$ cat src/rtl/hvac_mode_scheduler_pkg.sv
// hvac_pkg: shared types, default thresholds and width helper for the HVAC
// mode scheduler.
//   hvac_state_t : FSM state encoding, also exported on the debug port
//   *_DEF        : default thresholds and dwell lengths
//   max3()       : largest of three values, used to size the dwell timer
package hvac_pkg;

    localparam int unsigned TEMP_W  = 5;
    localparam int unsigned STATE_W = 2;

    typedef enum logic [STATE_W-1:0] {
        IDLE    = 2'd0,
        HEAT    = 2'd1,
        COOL    = 2'd2,
        LOCKOUT = 2'd3
    } hvac_state_t;

    localparam int unsigned HEAT_ON_DEF  = 18;
    localparam int unsigned HEAT_OFF_DEF = 20;
    localparam int unsigned COOL_ON_DEF  = 22;
    localparam int unsigned COOL_OFF_DEF = 20;
    localparam int unsigned MIN_ON_DEF   = 4;
    localparam int unsigned MIN_OFF_DEF  = 3;
    localparam int unsigned MAX_RUN_DEF  = 64;

    function automatic int unsigned max3(input int unsigned a,
                                         input int unsigned b,
                                         input int unsigned c);
        int unsigned m;
        m = (a > b) ? a : b;
        return (m > c) ? m : c;
    endfunction

endpackage

$ cat src/rtl/hvac_mode_scheduler_if.sv
// hvac_mode_scheduler_if: control inputs and actuator/status outputs of the
// HVAC mode scheduler.
//   enable, temperature            : driven by the master (temperature pins)
//   heating, cooling, state, fault : driven by the slave (scheduler)
interface hvac_mode_scheduler_if;
    import hvac_pkg::*;

    logic                enable;
    logic [TEMP_W-1:0]   temperature;
    logic                heating;
    logic                cooling;
    hvac_state_t         state;
    logic                fault;

    modport master (
        output enable, temperature,
        input  heating, cooling, state, fault
    );

    modport slave (
        input  enable, temperature,
        output heating, cooling, state, fault
    );

endinterface

$ cat src/rtl/hvac_mode_scheduler_dwell_timer.sv
// hvac_dwell_timer: saturating up-counter measuring cycles spent in the
// current FSM state.
//   clk, rst      : clock, asynchronous active-high reset
//   clear         : zero the count (state change)
//   count         : advance the count by one
//   min_on_done   : MIN_ON cycles spent, counting the current one
//   min_off_done  : MIN_OFF cycles spent, counting the current one
//   max_run_hit   : MAX_RUN cycles spent; constant 0 when MAX_RUN is 0
module hvac_dwell_timer #(
    parameter int unsigned TW      = 3,
    parameter int unsigned MIN_ON  = 4,
    parameter int unsigned MIN_OFF = 3,
    parameter int unsigned MAX_RUN = 0
) (
    input  logic clk,
    input  logic rst,
    input  logic clear,
    input  logic count,
    output logic min_on_done,
    output logic min_off_done,
    output logic max_run_hit
);

    logic [TW-1:0] count_q;

    // Saturating counter; holds at all-ones
    always_ff @(posedge clk or posedge rst) begin
        if (rst) begin
            count_q <= '0;
        end else if (clear) begin
            count_q <= '0;
        end else if (count && (count_q != {TW{1'b1}})) begin
            count_q <= count_q + TW'(1);
        end
    end

    // The count reads 0 during the first cycle in a state, so N cycles are
    // complete (including the current one) once the count reaches N-1.
    assign min_on_done  = (count_q >= TW'(MIN_ON - 1));
    assign min_off_done = (count_q >= TW'(MIN_OFF - 1));
    assign max_run_hit  = (MAX_RUN != 0) && (count_q >= TW'(MAX_RUN - 1));

endmodule

$ cat src/rtl/hvac_mode_scheduler.sv
// hvac_mode_scheduler: heat/cool actuator sequencer with hysteresis, minimum
// run time, post-run lockout and forced stop on enable loss.
//   clk, rst              : clock, asynchronous active-high reset
//   bus.enable            : run permission; low forces both actuators off
//   bus.temperature       : unsigned 5-bit temperature code
//   bus.heating/cooling   : registered actuator drives, decoded from next state
//   bus.state             : current FSM state (debug)
//   bus.fault             : sticky watchdog fault
// Optional feature: define HVAC_WATCHDOG_EN to bound runs to MAX_RUN cycles;
// a tripped watchdog parks the FSM in LOCKOUT with fault=1 until reset.
module hvac_mode_scheduler
    import hvac_pkg::*;
#(
    parameter int unsigned HEAT_ON  = HEAT_ON_DEF,
    parameter int unsigned HEAT_OFF = HEAT_OFF_DEF,
    parameter int unsigned COOL_ON  = COOL_ON_DEF,
    parameter int unsigned COOL_OFF = COOL_OFF_DEF,
    parameter int unsigned MIN_ON   = MIN_ON_DEF,
    parameter int unsigned MIN_OFF  = MIN_OFF_DEF,
    parameter int unsigned MAX_RUN  = MAX_RUN_DEF
) (
    input  logic                  clk,
    input  logic                  rst,
    hvac_mode_scheduler_if.slave  bus
);

`ifdef HVAC_WATCHDOG_EN
    localparam bit          WATCHDOG_EN = 1'b1;
`else
    localparam bit          WATCHDOG_EN = 1'b0;
`endif
    // Without the watchdog the run limit is zero, so it neither sizes the
    // timer nor ever fires.
    localparam int unsigned RUN_LIMIT = WATCHDOG_EN ? MAX_RUN : 0;
    localparam int unsigned TW        = $clog2(max3(MIN_ON, MIN_OFF, RUN_LIMIT) + 1);

    localparam logic [TEMP_W-1:0] HEAT_ON_T  = TEMP_W'(HEAT_ON);
    localparam logic [TEMP_W-1:0] HEAT_OFF_T = TEMP_W'(HEAT_OFF);
    localparam logic [TEMP_W-1:0] COOL_ON_T  = TEMP_W'(COOL_ON);
    localparam logic [TEMP_W-1:0] COOL_OFF_T = TEMP_W'(COOL_OFF);

    hvac_state_t state_q, state_d;
    logic        heating_q, heating_d;
    logic        cooling_q, cooling_d;
    logic        fault_q, fault_d;
    logic        min_on_done, min_off_done, max_run_hit;

    hvac_dwell_timer #(
        .TW      (TW),
        .MIN_ON  (MIN_ON),
        .MIN_OFF (MIN_OFF),
        .MAX_RUN (RUN_LIMIT)
    ) u_timer (
        .clk          (clk),
        .rst          (rst),
        .clear        (state_d != state_q),
        .count        (1'b1),
        .min_on_done  (min_on_done),
        .min_off_done (min_off_done),
        .max_run_hit  (max_run_hit)
    );

    // State and output registers
    always_ff @(posedge clk or posedge rst) begin
        if (rst) begin
            state_q   <= IDLE;
            heating_q <= 1'b0;
            cooling_q <= 1'b0;
            fault_q   <= 1'b0;
        end else begin
            state_q   <= state_d;
            heating_q <= heating_d;
            cooling_q <= cooling_d;
            fault_q   <= fault_d;
        end
    end

    // Next-state logic; heat<->cool always passes through LOCKOUT and IDLE
    always_comb begin
        state_d = state_q;
        fault_d = fault_q;
        case (state_q)
            IDLE: begin
                if (bus.enable && (bus.temperature <= HEAT_ON_T)) begin
                    state_d = HEAT;
                end else if (bus.enable && (bus.temperature >= COOL_ON_T)) begin
                    state_d = COOL;
                end
            end
            HEAT: begin
                if (!bus.enable) begin
                    state_d = LOCKOUT;
                end else if (max_run_hit) begin
                    state_d = LOCKOUT;
`ifdef HVAC_WATCHDOG_EN
                    fault_d = 1'b1;
`endif
                end else if (min_on_done && (bus.temperature >= HEAT_OFF_T)) begin
                    state_d = LOCKOUT;
                end
            end
            COOL: begin
                if (!bus.enable) begin
                    state_d = LOCKOUT;
                end else if (max_run_hit) begin
                    state_d = LOCKOUT;
`ifdef HVAC_WATCHDOG_EN
                    fault_d = 1'b1;
`endif
                end else if (min_on_done && (bus.temperature <= COOL_OFF_T)) begin
                    state_d = LOCKOUT;
                end
            end
            LOCKOUT: begin
                // A latched fault pins the FSM here until reset
                if (!fault_q && min_off_done) begin
                    state_d = IDLE;
                end
            end
            default: state_d = IDLE;
        endcase
    end

    // Actuator decode from next state, so outputs track the decision edge
    always_comb begin
        heating_d = (state_d == HEAT);
        cooling_d = (state_d == COOL);
    end

    assign bus.heating = heating_q;
    assign bus.cooling = cooling_q;
    assign bus.state   = state_q;
    assign bus.fault   = fault_q;

endmodule

$ cat src/flat_wrapper.sv
// flat-port wrapper written by rule: the top's interface ports become plain ports
module hvac_mode_scheduler_flat import hvac_pkg::*;
#(
    parameter int unsigned HEAT_ON  = HEAT_ON_DEF,
    parameter int unsigned HEAT_OFF = HEAT_OFF_DEF,
    parameter int unsigned COOL_ON  = COOL_ON_DEF,
    parameter int unsigned COOL_OFF = COOL_OFF_DEF,
    parameter int unsigned MIN_ON   = MIN_ON_DEF,
    parameter int unsigned MIN_OFF  = MIN_OFF_DEF,
    parameter int unsigned MAX_RUN  = MAX_RUN_DEF
)
  (clk, rst, bus_enable, bus_temperature, bus_heating, bus_cooling, bus_state, bus_fault);
  hvac_mode_scheduler_if bus_i ();
  input  logic clk;
  input  logic rst;
  input wire logic [$bits(bus_i.enable)-1:0] bus_enable;
  input wire logic [$bits(bus_i.temperature)-1:0] bus_temperature;
  output wire logic [$bits(bus_i.heating)-1:0] bus_heating;
  output wire logic [$bits(bus_i.cooling)-1:0] bus_cooling;
  output wire logic [$bits(bus_i.state)-1:0] bus_state;
  output wire logic [$bits(bus_i.fault)-1:0] bus_fault;
  assign bus_i.enable = bus_enable;
  assign bus_i.temperature = bus_temperature;
  assign bus_heating = bus_i.heating;
  assign bus_cooling = bus_i.cooling;
  assign bus_state = bus_i.state;
  assign bus_fault = bus_i.fault;
  hvac_mode_scheduler #(.HEAT_ON(HEAT_ON), .HEAT_OFF(HEAT_OFF), .COOL_ON(COOL_ON), .COOL_OFF(COOL_OFF), .MIN_ON(MIN_ON), .MIN_OFF(MIN_OFF), .MAX_RUN(MAX_RUN)) u_core (.clk(clk), .rst(rst), .bus(bus_i));
endmodule
$ cat config.mk
export PLATFORM = sky130hd
export DESIGN_NAME = hvac_mode_scheduler_flat
export DESIGN_NICKNAME = d
export VERILOG_FILES = /design/src/rtl/hvac_mode_scheduler_pkg.sv /design/src/rtl/hvac_mode_scheduler_if.sv /design/src/rtl/hvac_mode_scheduler_dwell_timer.sv /design/src/rtl/hvac_mode_scheduler.sv /design/src/flat_wrapper.sv
export SDC_FILE = /design/constraint.sdc
export NUM_CORES = 1
export LEC_CHECK = 0
export ABC_AREA = 1
export CAP_MARGIN = 20
export CELL_PAD_IN_SITES_DETAIL_PLACEMENT = 0
export CELL_PAD_IN_SITES_GLOBAL_PLACEMENT = 1
export CORE_MARGIN = 8
export CORE_UTILIZATION = 35
export DETAILED_ROUTE_END_ITERATION = 6
export GPL_ROUTABILITY_DRIVEN = 0
export HOLD_SLACK_MARGIN = 0.12
export PLACE_DENSITY_LB_ADDON = 0.1
export SETUP_SLACK_MARGIN = 0.4
export SLEW_MARGIN = 20
export SYNTH_ARGS = -nofsm -noshare
export SYNTH_HDL_FRONTEND = slang
export SYNTH_SLANG_ARGS = --single-unit
$ cat constraint.sdc
create_clock -name clk -period 3.2 [get_ports clk]
set_input_delay 0.48 -clock clk [delete_from_list [all_inputs] [get_ports clk]]
set_output_delay 0.48 -clock clk [all_outputs]
set_load 0.01 [all_outputs]
==> results.py, run 1 <==
metrics = {
    "routing": {
        "drt_wl_total_um": 926,
        "via_count": 388,
        "vias_per_cell": 4.41,
        "wl_per_cell_um": 10.5,
        "dr.pass1.iters": 2,
        "drc_errors": 0,
        "drtIter0Drc": 4,
        "ant_nets": 0,
    },
    "power_and_ir_drop": {
        "ir_worst_vdd_mv": 0.483,
        "p_leak_nw": 0.313,
        "power_density_nw_per_um2": 728,
    },
    "logic_synthesis": {
        "yosysSeqAreaShare_pct": 36.3,
        "synth_cell_types": 21,
        "ys_warn_count": 0,
        "ys_seq_elements": 7,
        "synth_area_um2": 483,
        "ys.flop_type": "dfrtp_1",
        "synthArstFlopShare_pct": 100,
        "synth-edff-count": 0,
        "syn-num-nets": 70,
        "synthCells": 59,
        "avgSynthCellArea_um2": 8.19,
        "yosys-top-cells-area": "dfrtp_1 36%, nand2_1 8.5%, ha_1 7.8%",
        "yosys.area.top_type": "dfrtp_1",
        "synth_top_area_share_pct": 36.3,
    },
    "worst_setup_path": {
        "regToRegSetupSlack_ns": 1.70,
        "crit_arrival_ns": 1.27,
        "crit_path_start_kind": "register",
        "cp_num_buf_inv": 1,
        "cp_data_required_time_ns": 2.72,
        "critPathKind": "register to output pin",
        "crit_path_max_incr_delay_ns": 0.58,
        "cp_max_fo": 5,
        "endpoint_kind": "output pin",
        "crit_chain": "clkdlybuf4s50_1",
        "cpMaxStageDelayCell": "clkdlybuf4s50_1",
        "crit_family": "buffers and inverters",
    },
    "sta": {
        "final-hold-violation-count": 0,
        "max_freq_mhz": 572,
        "setup_violations": 0,
        "fin_skew_ns": 0.00244,
        "rsz0062_at_grt": "false",
        "setup_tns_ns": 0,
        "period_minus_slack_ns": 1.75,
        "layout_setup_ws_ns": 1.45,
        "drv_slew": 0,
        "fin_crit_sh_pct": 54.6,
    },
    "place": {
        "place_area_um2": 604,
        "port_buffers": 11,
        "dpl_worst_slack_ns": 1.44,
        "dp_hpwl_um": 817,
    },
    "global_route": {
        "groute.usage.overall_pct": 7.81,
        "grt_remaining_overflow": 0,
        "grt_pass1_wl_mm": 1.69,
        "grt_antenna_before_repair": 0,
        "grt_max_degree": 8,
        "grt_pass1_vias": 412,
    },
    "floorplan": {
        "die_h_um": 53.1,
        "ios": 13,
        "fp.dieW_um": 53.1,
        "start_util_pct": 37.1,
        "die_area_um2": 2820,
        "rows": 13,
        "core_um2": 1300,
    },
    "cells_and_area": {
        "seq_area_um2": 175,
        "nFillCells": 147,
        "diodes": 0,
        "design_area_um2": 631,
        "final_cell_mix": "11 x nand2_1, 11 x clkdlybuf4s50_1, 9 x nor2_1",
        "multi_input_area_um2": 263,
        "drive_gt1_share_pct": 23.3,
        "area_delta_synth_final_pct": 30.6,
        "final_util_pct": 48.5,
        "nNetsFinal": 85,
    },
    "cts": {
        "postCtsHoldBufs": 0,
        "cts_setup_buffers": 0,
        "cts_max_level": 1,
        "cts_sinks": 7,
        "cts_made_buffers": 3,
        "clk_pin_slew_ns": 0.05,
        "cts_tree": "yes",
        "cts_buffer_depth": 2,
        "cts_root_buffer": "clkbuf_4",
        "clk_latency_ns": 0.24,
        "postCtsResizedCells": 0,
    },
    "flow_run": {
        "cap_violations": 0,
    },
    "hold_path": {
        "hold_class": "primary input to asynchronous set/reset pin",
    },
    "outcome": {
        "status": "completed",
    },
}
-- cell families after synthesis --
family	Yosys count	share of synthesized area [%]
and+or+nand+nor	31	34.7
buffers and inverters	11	9.33
DFF	7	36.3
AOI/OAI and AO/OA	4	7.25
adders and majority gates	3	7.77
other	1	0.776
xor gates and xnor gates	1	1.81
muxes	1	2.07
-- synthesized netlist by cell type (2+ instances only) --
library cell	instances
nand2_1	11
nor2_1	9
dfrtp_1	7
ha_1	3
nand3_2	2
inv_1	6
nor3_2	2
nand4_1	2
nand3_1	2
inv_2	4
-- stage by stage --
step,hold slack (ns),cells,power (mW)
detailed placement,0.586,84,0.388
global placement,0.577,84,0.386
floorplan,0.283,59,0.308
finish,0.461,88,0.459
global route,0.458,88,0.509
CTS,0.462,88,0.466
-- flip-flops by register name, summed over array words and instances (netlist names) --
name	cells
u_core.bus.cooling	1
u_core.bus.heating	1
u_core.bus.state	2
u_core.u_timer.count_q	3
-- final timing paths --
| path | from | end | cells after the start |
|---|---|---|---|
| worst max-delay path | u_core.bus.state[0]$_DFF_PP0_ | bus_state[0] | 1 |
| worst min-delay path | rst | u_core.u_timer.count_q[0]$_DFFE_PP0P_ | 2 |
| worst max register to register | u_core.u_timer.count_q[0]$_DFFE_PP0P_ | u_core.u_timer.count_q[2]$_DFFE_PP0P_ | 9 |
| worst min register to register | u_core.u_timer.count_q[0]$_DFFE_PP0P_ | u_core.u_timer.count_q[0]$_DFFE_PP0P_ | 2 |
| max in group asynchronous | rst | u_core.bus.state[1]$_DFF_PP0_ | 2 |
| min in group clk | u_core.u_timer.count_q[0]$_DFFE_PP0P_ | u_core.u_timer.count_q[0]$_DFFE_PP0P_ | 2 |
-- area by class of cell --
class,count,area share [%]
clock buffers,4,4.17
well taps,15,2.98
inverters,10,5.95
flip-flops and latches,7,27.8
repair buffers,11,17.5
multi-input cells,41,41.7
-- where the power goes --
group          internal (mW)  switching (mW)
registers              0.123          0.0339
clock network         0.0473          0.0282
logic                  0.111           0.115
-- per-layer routing --
metal	global-route usage, %	share of wire, %	vias up
li1	-	-	215
met1	8.65	45	168
met2	12.9	50	5
met3	4.48	5.5	0
met4	1.26	0	0
met5	0	0	-
No activity file was read; power rests on OpenSTA's default activity.
==> run 2, diff against run 1 <==
- CORE_UTILIZATION: 35 -> 32
- clock period: 3.2 -> 1.7 ns (I/O delays scaled with it)
==> run 2 against run 1 <==
Effect of this change: via count increased by 9.0%; die area is 6.5% higher; total power rose by 110%; sequential power rose by 85%; cell count grew 8.0%; highest routed layer unchanged; utilization rose by 0.59 points; register-to-register slack got worse by 1.4 ns; count of clock-buffer cells in the layout unchanged; flip-flop and latch count stayed put; critical endpoint is now u_core.u_timer.count_q[2]$_DFFE_PP0P_.
==> results.py, run 2 (synthesis gave the netlist of run 1 again) <==
metrics = {
    "outcome": {
        "status": "completed",
    },
    "routing": {
        "via_count": 423,
        "wl_per_cell_um": 10.3,
        "dr_wl_met2_um": 531,
        "ant_nets": 0,
        "drc_errors": 0,
        "wl_met1_um": 412,
        "top_layer": "met3",
        "vias_per_cell": 4.45,
        "drt_wl_total_um": 975,
        "dr.pass1.iters": 3,
        "drtIter0Drc": 3,
        "wl_met3_um": 31,
    },
    "power_and_ir_drop": {
        "ir_worst_vdd_mv": 0.681,
        "p_leak_nw": 0.348,
        "power_frac_clock_pct": 14.7,
        "power_density_nw_per_um2": 1360,
        "swShare_pct": 39.0,
        "p_int_uw": 594,
        "p_seq_share_pct": 29.8,
        "p_comb_share_pct": 55.5,
        "power.switching_uw": 379,
    },
    "global_route": {
        "grt_max_degree": 8,
        "grt_pass1_wl_mm": 1.57,
        "grt_antenna_before_repair": 0,
        "groute.usage.overall_pct": 7.19,
        "grt_pass1_vias": 407,
        "grt_remaining_overflow": 0,
    },
    "place": {
        "port_buffers": 11,
        "dp_hpwl_um": 780,
        "place_area_um2": 611,
    },
    "cts": {
        "postCtsHoldBufs": 0,
        "cts_buffer_depth": 2,
        "clk_latency_ns": 0.24,
        "cts_max_level": 1,
        "cts_root_buffer": "clkbuf_4",
        "cts_tree": "yes",
        "cts_made_buffers": 3,
        "cts_sinks": 7,
        "clk_pin_slew_ns": 0.05,
    },
    "floorplan": {
        "ios": 13,
        "die_area_um2": 3010,
        "start_util_pct": 33.2,
        "die_h_um": 54.9,
        "fp.dieW_um": 54.9,
        "rows": 14,
        "core_um2": 1450,
    },
    "cells_and_area": {
        "drive_gt1_share_pct": 41.8,
        "final_cell_mix": "9 x nand2_1, 7 x nor2_1, 7 x clkdlybuf4s50_1",
        "seq_area_um2": 179,
        "area_delta_synth_final_pct": 47.7,
        "multi_input_area_um2": 300,
        "nNetsFinal": 91,
        "top_register": "u_core.u_timer.count_q",
        "largest_reg_flops": 3,
        "final_common_cell": "nand2_1",
        "diodes": 0,
        "nFillCells": 143,
        "design_area_um2": 713,
    },
    "hold_path": {
        "hold_class": "primary input to asynchronous set/reset pin",
    },
    "worst_setup_path": {
        "cp-startpoint": "u_core.u_timer.count_q[1]$_DFFE_PP0P_",
        "cp_data_required_time_ns": 1.83,
        "cp_num_buf_inv": 2,
        "cpMaxStageDelayCell": "dfrtp_1",
        "crit_path_max_incr_delay_ns": 0.38,
        "crit_path_start_kind": "register",
        "endpoint_kind": "register",
        "reg2regPathDepth": 6,
        "crit_arrival_ns": 1.54,
        "critPathKind": "register to register",
        "cp_max_fo": 4,
        "crit_chain": "ha_2 -> buf_4 -> buf_4 -> ha_1 -> a21oi_1 -> nor2_1",
        "regToRegSetupSlack_ns": 0.30,
        "cpMostUsedCell": "buf_4",
        "endpoint": "u_core.u_timer.count_q[2]$_DFFE_PP0P_",
        "timing.rr.end": "u_core.u_timer.count_q[2]$_DFFE_PP0P_",
        "crit_family": "adder cells",
        "critical_path_depth": 6,
        "r2r_start": "u_core.u_timer.count_q[1]$_DFFE_PP0P_",
    },
    "sta": {
        "fin_crit_sh_pct": 82.6,
        "setup_violations": 0,
        "setup_tns_ns": 0,
        "max_freq_mhz": 712,
        "final-hold-violation-count": 0,
        "rsz0062_at_grt": "true",
        "fin_skew_ns": 0.00291,
        "drv_slew": 0,
        "period_minus_slack_ns": 1.40,
    },
    "flow_run": {
        "cap_violations": 0,
    },
}
## run 2: cell count changes in the layout (fill, tap and decap cells not counted), sizes merged
| cell | previous run | this run |
|---|---|---|
| buf | 0 | 6 |
| clkdlybuf4s50 | 11 | 7 |
| dlygate4sd2 | 0 | 4 |
## run 2: stage by stage
| stage | power [mW] | utilization (%) | instances | setup WS [ns] | hold slack (ns) |
|---|---|---|---|---|---|
| after floorplan | 0.582 | - | 59 | 0.360 | 0.0584 |
| after global placement | 0.736 | 42.0 | 85 | 0.150 | 0.495 |
| after detailed placement | 0.730 | 42.0 | 85 | 0.149 | 0.501 |
| after CTS | 0.923 | 45.5 | 92 | 0.321 | 0.237 |
| after global routing | 1.07 | 49.1 | 95 | 0.207 | 0.267 |
| final | 0.973 | 49.1 | 95 | 0.296 | 0.236 |
## run 2: area by class of cell
class / count / share of cell area (%)
inverter: 10 / 5.26
multi-input combinational: 41 / 42.1
tap: 16 / 2.81
clock buffer: 4 / 3.68
timing repair buffer: 17 / 21.1
sequential: 7 / 25.1
## run 2: metal layers
metal,up-vias,global-route usage (%)
li1,228,-
met1,193,7.49
met2,2,12.6
met3,0,3.80
met4,0,1.23
met5,-,0
## run 2: worst min-delay path by stage
stage                     startpoint                                     to  slack [ns]  cells after the start
after global routing             rst  u_core.u_timer.count_q[1]$_DFFE_PP0P_        0.27                      2
after CTS                        rst  u_core.u_timer.count_q[1]$_DFFE_PP0P_        0.24                      2
final                            rst  u_core.u_timer.count_q[0]$_DFFE_PP0P_        0.24                      2
after detailed placement         rst  u_core.u_timer.count_q[1]$_DFFE_PP0P_        0.50                      2
after floorplan                  rst           u_core.bus.cooling$_DFF_PP0_        0.06                      1
after global placement           rst  u_core.u_timer.count_q[1]$_DFFE_PP0P_        0.49                      2
## run 2: power groups by stage
stage	logic (mW)	registers (mW)	clock network, mW
after floorplan	0.276	0.306	0
after global placement	0.437	0.299	0
after detailed placement	0.430	0.300	0
after CTS	0.483	0.289	0.151
after global routing	0.606	0.299	0.161
final	0.540	0.290	0.143
## run 2: what timing repair did
action	CTS	global route
setup endpoints to repair	11	7
gates resized for setup	8	7
pin swaps	5	7
setup buffers	3	3
==> run 3, diff against run 2 <==
- CORE_UTILIZATION: 32 -> 29
- clock period: 1.7 -> 1.24 ns (I/O delays scaled with it)
==> run 3 against run 2 <==
Effect of this change: the flow now finishes with violations (negative setup slack); routed wire length increased by 5.7%; global-route usage shrank 0.11 points; final area fell by 0.70%; register-to-register slack worse by 0.48 ns; first-iteration DRC count increased by 67%; count of clock-buffer cells in the layout unchanged; clock power increased by 36%; combinational power is 49% higher; non-clock buffer count increased by 1; fmax shrank 1.3%; hold slack got worse by 0.056 ns.
==> results.py, run 3 (synthesis gave the netlist of run 1 again) <==
metrics = {
    "worst_setup_path": {
        "critPathKind": "register to register",
        "crit_path_max_incr_delay_ns": 0.38,
        "cpMostUsedCell": "nand2_2",
        "cpMaxStageDelayCell": "dfrtp_1",
        "cp_data_required_time_ns": 1.41,
        "endpoint_kind": "register",
        "r2r_start": "u_core.u_timer.count_q[0]$_DFFE_PP0P_",
        "cp-startpoint": "u_core.u_timer.count_q[0]$_DFFE_PP0P_",
        "crit_chain": "ha_2 -> ha_4 -> nor2_4 -> nand2_2 -> nand2_2 -> nand2_2 -> nand4_1 -> nand3_2 -> nor2_2",
        "cp_max_fo": 3,
        "crit_path_start_kind": "register",
        "crit_arrival_ns": 1.60,
    },
    "routing": {
        "drtIter0Drc": 5,
        "drc_errors": 0,
        "wl_per_cell_um": 10.7,
        "drt_wl_total_mm": 1.03,
        "via_count": 435,
        "dr.pass1.iters": 3,
        "vias_per_cell": 4.53,
        "ant_nets": 0,
    },
    "cts": {
        "clk_pin_slew_ns": 0.05,
        "cts_max_level": 1,
        "cts_tree": "yes",
        "cts_buffer_depth": 2,
        "cts_root_buffer": "clkbuf_4",
        "cts_made_buffers": 3,
        "clk_latency_ns": 0.24,
        "postCtsHoldBufs": 0,
        "cts_sinks": 7,
    },
    "global_route": {
        "groute.usage.overall_pct": 7.08,
        "grt_max_degree": 8,
        "grt_pass1_wl_mm": 1.83,
        "grt_remaining_overflow": 0,
        "grt_antenna_before_repair": 0,
        "grt_pass1_vias": 440,
    },
    "floorplan": {
        "fp.dieW_um": 56.8,
        "die_h_um": 56.8,
        "rows": 14,
        "core_um2": 1540,
        "ios": 13,
        "start_util_pct": 31.3,
        "die_area_um2": 3230,
    },
    "place": {
        "dp_hpwl_um": 830,
        "place_area_um2": 648,
        "port_buffers": 11,
    },
    "flow_run": {
        "cap_violations": 0,
    },
    "sta": {
        "setup_tns_ns": -0.793,
        "drv_slew": 0,
        "fin_skew_ns": 0.00275,
        "layout_setup_ws_ns": -0.182,
        "final-hold-violation-count": 0,
        "period_minus_slack_ns": 1.42,
        "rsz0062_at_grt": "true",
        "setup_violations": 7,
        "fin_crit_sh_pct": 115,
        "max_freq_mhz": 703,
        "holdWs_ns": 0.180,
    },
    "cells_and_area": {
        "final_common_cell": "nand2_1",
        "design_area_um2": 708,
        "seq_area_um2": 175,
        "final_cell_mix": "8 x nand2_1, 7 x clkdlybuf4s50_1, 7 x buf_4, 7 x dfrtp_1, 6 x inv_1",
        "top_register": "u_core.u_timer.count_q",
        "nNetsFinal": 92,
        "drive_gt1_share_pct": 46.3,
        "nFillCells": 169,
        "diodes": 0,
        "largest_reg_flops": 3,
        "multi_input_area_um2": 300,
        "area_delta_synth_final_pct": 46.6,
    },
    "power_and_ir_drop": {
        "ir_worst_vdd_mv": 1.02,
        "p_leak_nw": 0.351,
        "total_power_mw": 1.37,
        "power_density_nw_per_um2": 1930,
    },
    "hold_path": {
        "hold_class": "primary input to asynchronous set/reset pin",
    },
    "outcome": {
        "status": "finished with violations",
        "failed_checks": "negative setup slack",
    },
}
## run 3: cell types whose count changed in the layout (fill, tap and decap cells not counted), sizes merged
cell         previous run  this run
dlygate4sd2             4         0
buf                     6        11
## run 3: final cells by class
cell class              instances  share of cell area (%)
multi-input cells              41                    42.4
flip-flops and latches          7                    24.7
repair buffers                 18                    21.0
inverters                      10                    5.30
clock buffers                   4                    3.71
well taps                      16                    2.83
## run 3: power by group
group	switching [mW]	leakage, nW	internal, mW	total [mW]
Sequential	0.0489	0.0861	0.317	0.366
Combinational	0.418	0.250	0.389	0.807
Clock	0.0716	0.0150	0.122	0.194
Total	0.538	0.351	0.828	1.37
## run 3: metal layers
layer,vias to the layer above,wire (um),GRT usage [%]
met3,0,23,3.37
li1,229,-,-
met2,3,580,12.1
met5,-,0,0
met1,203,427,7.55
met4,0,0,2.01
## run 3: final timing paths
| path | endpoint | slack [ns] | cells after the start |
|---|---|---|---|
| worst max-delay path | u_core.u_timer.count_q[1]$_DFFE_PP0P_ | -0.18 | 9 |
| worst min-delay path | u_core.u_timer.count_q[1]$_DFFE_PP0P_ | 0.18 | 2 |
| worst max register to register | u_core.u_timer.count_q[1]$_DFFE_PP0P_ | -0.18 | 9 |
| worst min register to register | u_core.u_timer.count_q[1]$_DFFE_PP0P_ | 0.68 | 3 |
| max in group asynchronous | u_core.bus.heating$_DFF_PP0_ | 0.85 | 2 |
| min in group clk | u_core.u_timer.count_q[1]$_DFFE_PP0P_ | 0.68 | 3 |
## run 3: timing repair
| action | 4_1_cts | 5_1_grt |
|---|---|---|
| pin swaps | 1 | 8 |
| setup buffers | 1 | 1 |
| setup endpoints to repair | 11 | 11 |
| gates cloned | 0 | 0 |
| gates resized for setup | 18 | 8 |
## run 3: worst max-delay path, delay by kind of cell (launching register included)
kind / cells / cell delay [ns]
adders and majority gates: 2 / 0.37
DFF: 1 / 0.38
and+or+nand+nor: 7 / 0.60
## run 3: stage by stage
stage	util, %	setup slack [ns]	cells
CTS	43.8	-0.167	95
finish	45.9	-0.182	96
global route	45.9	-0.303	96
detailed placement	42.0	-0.263	90
floorplan	-	-0.100	59
global placement	42.0	-0.247	90
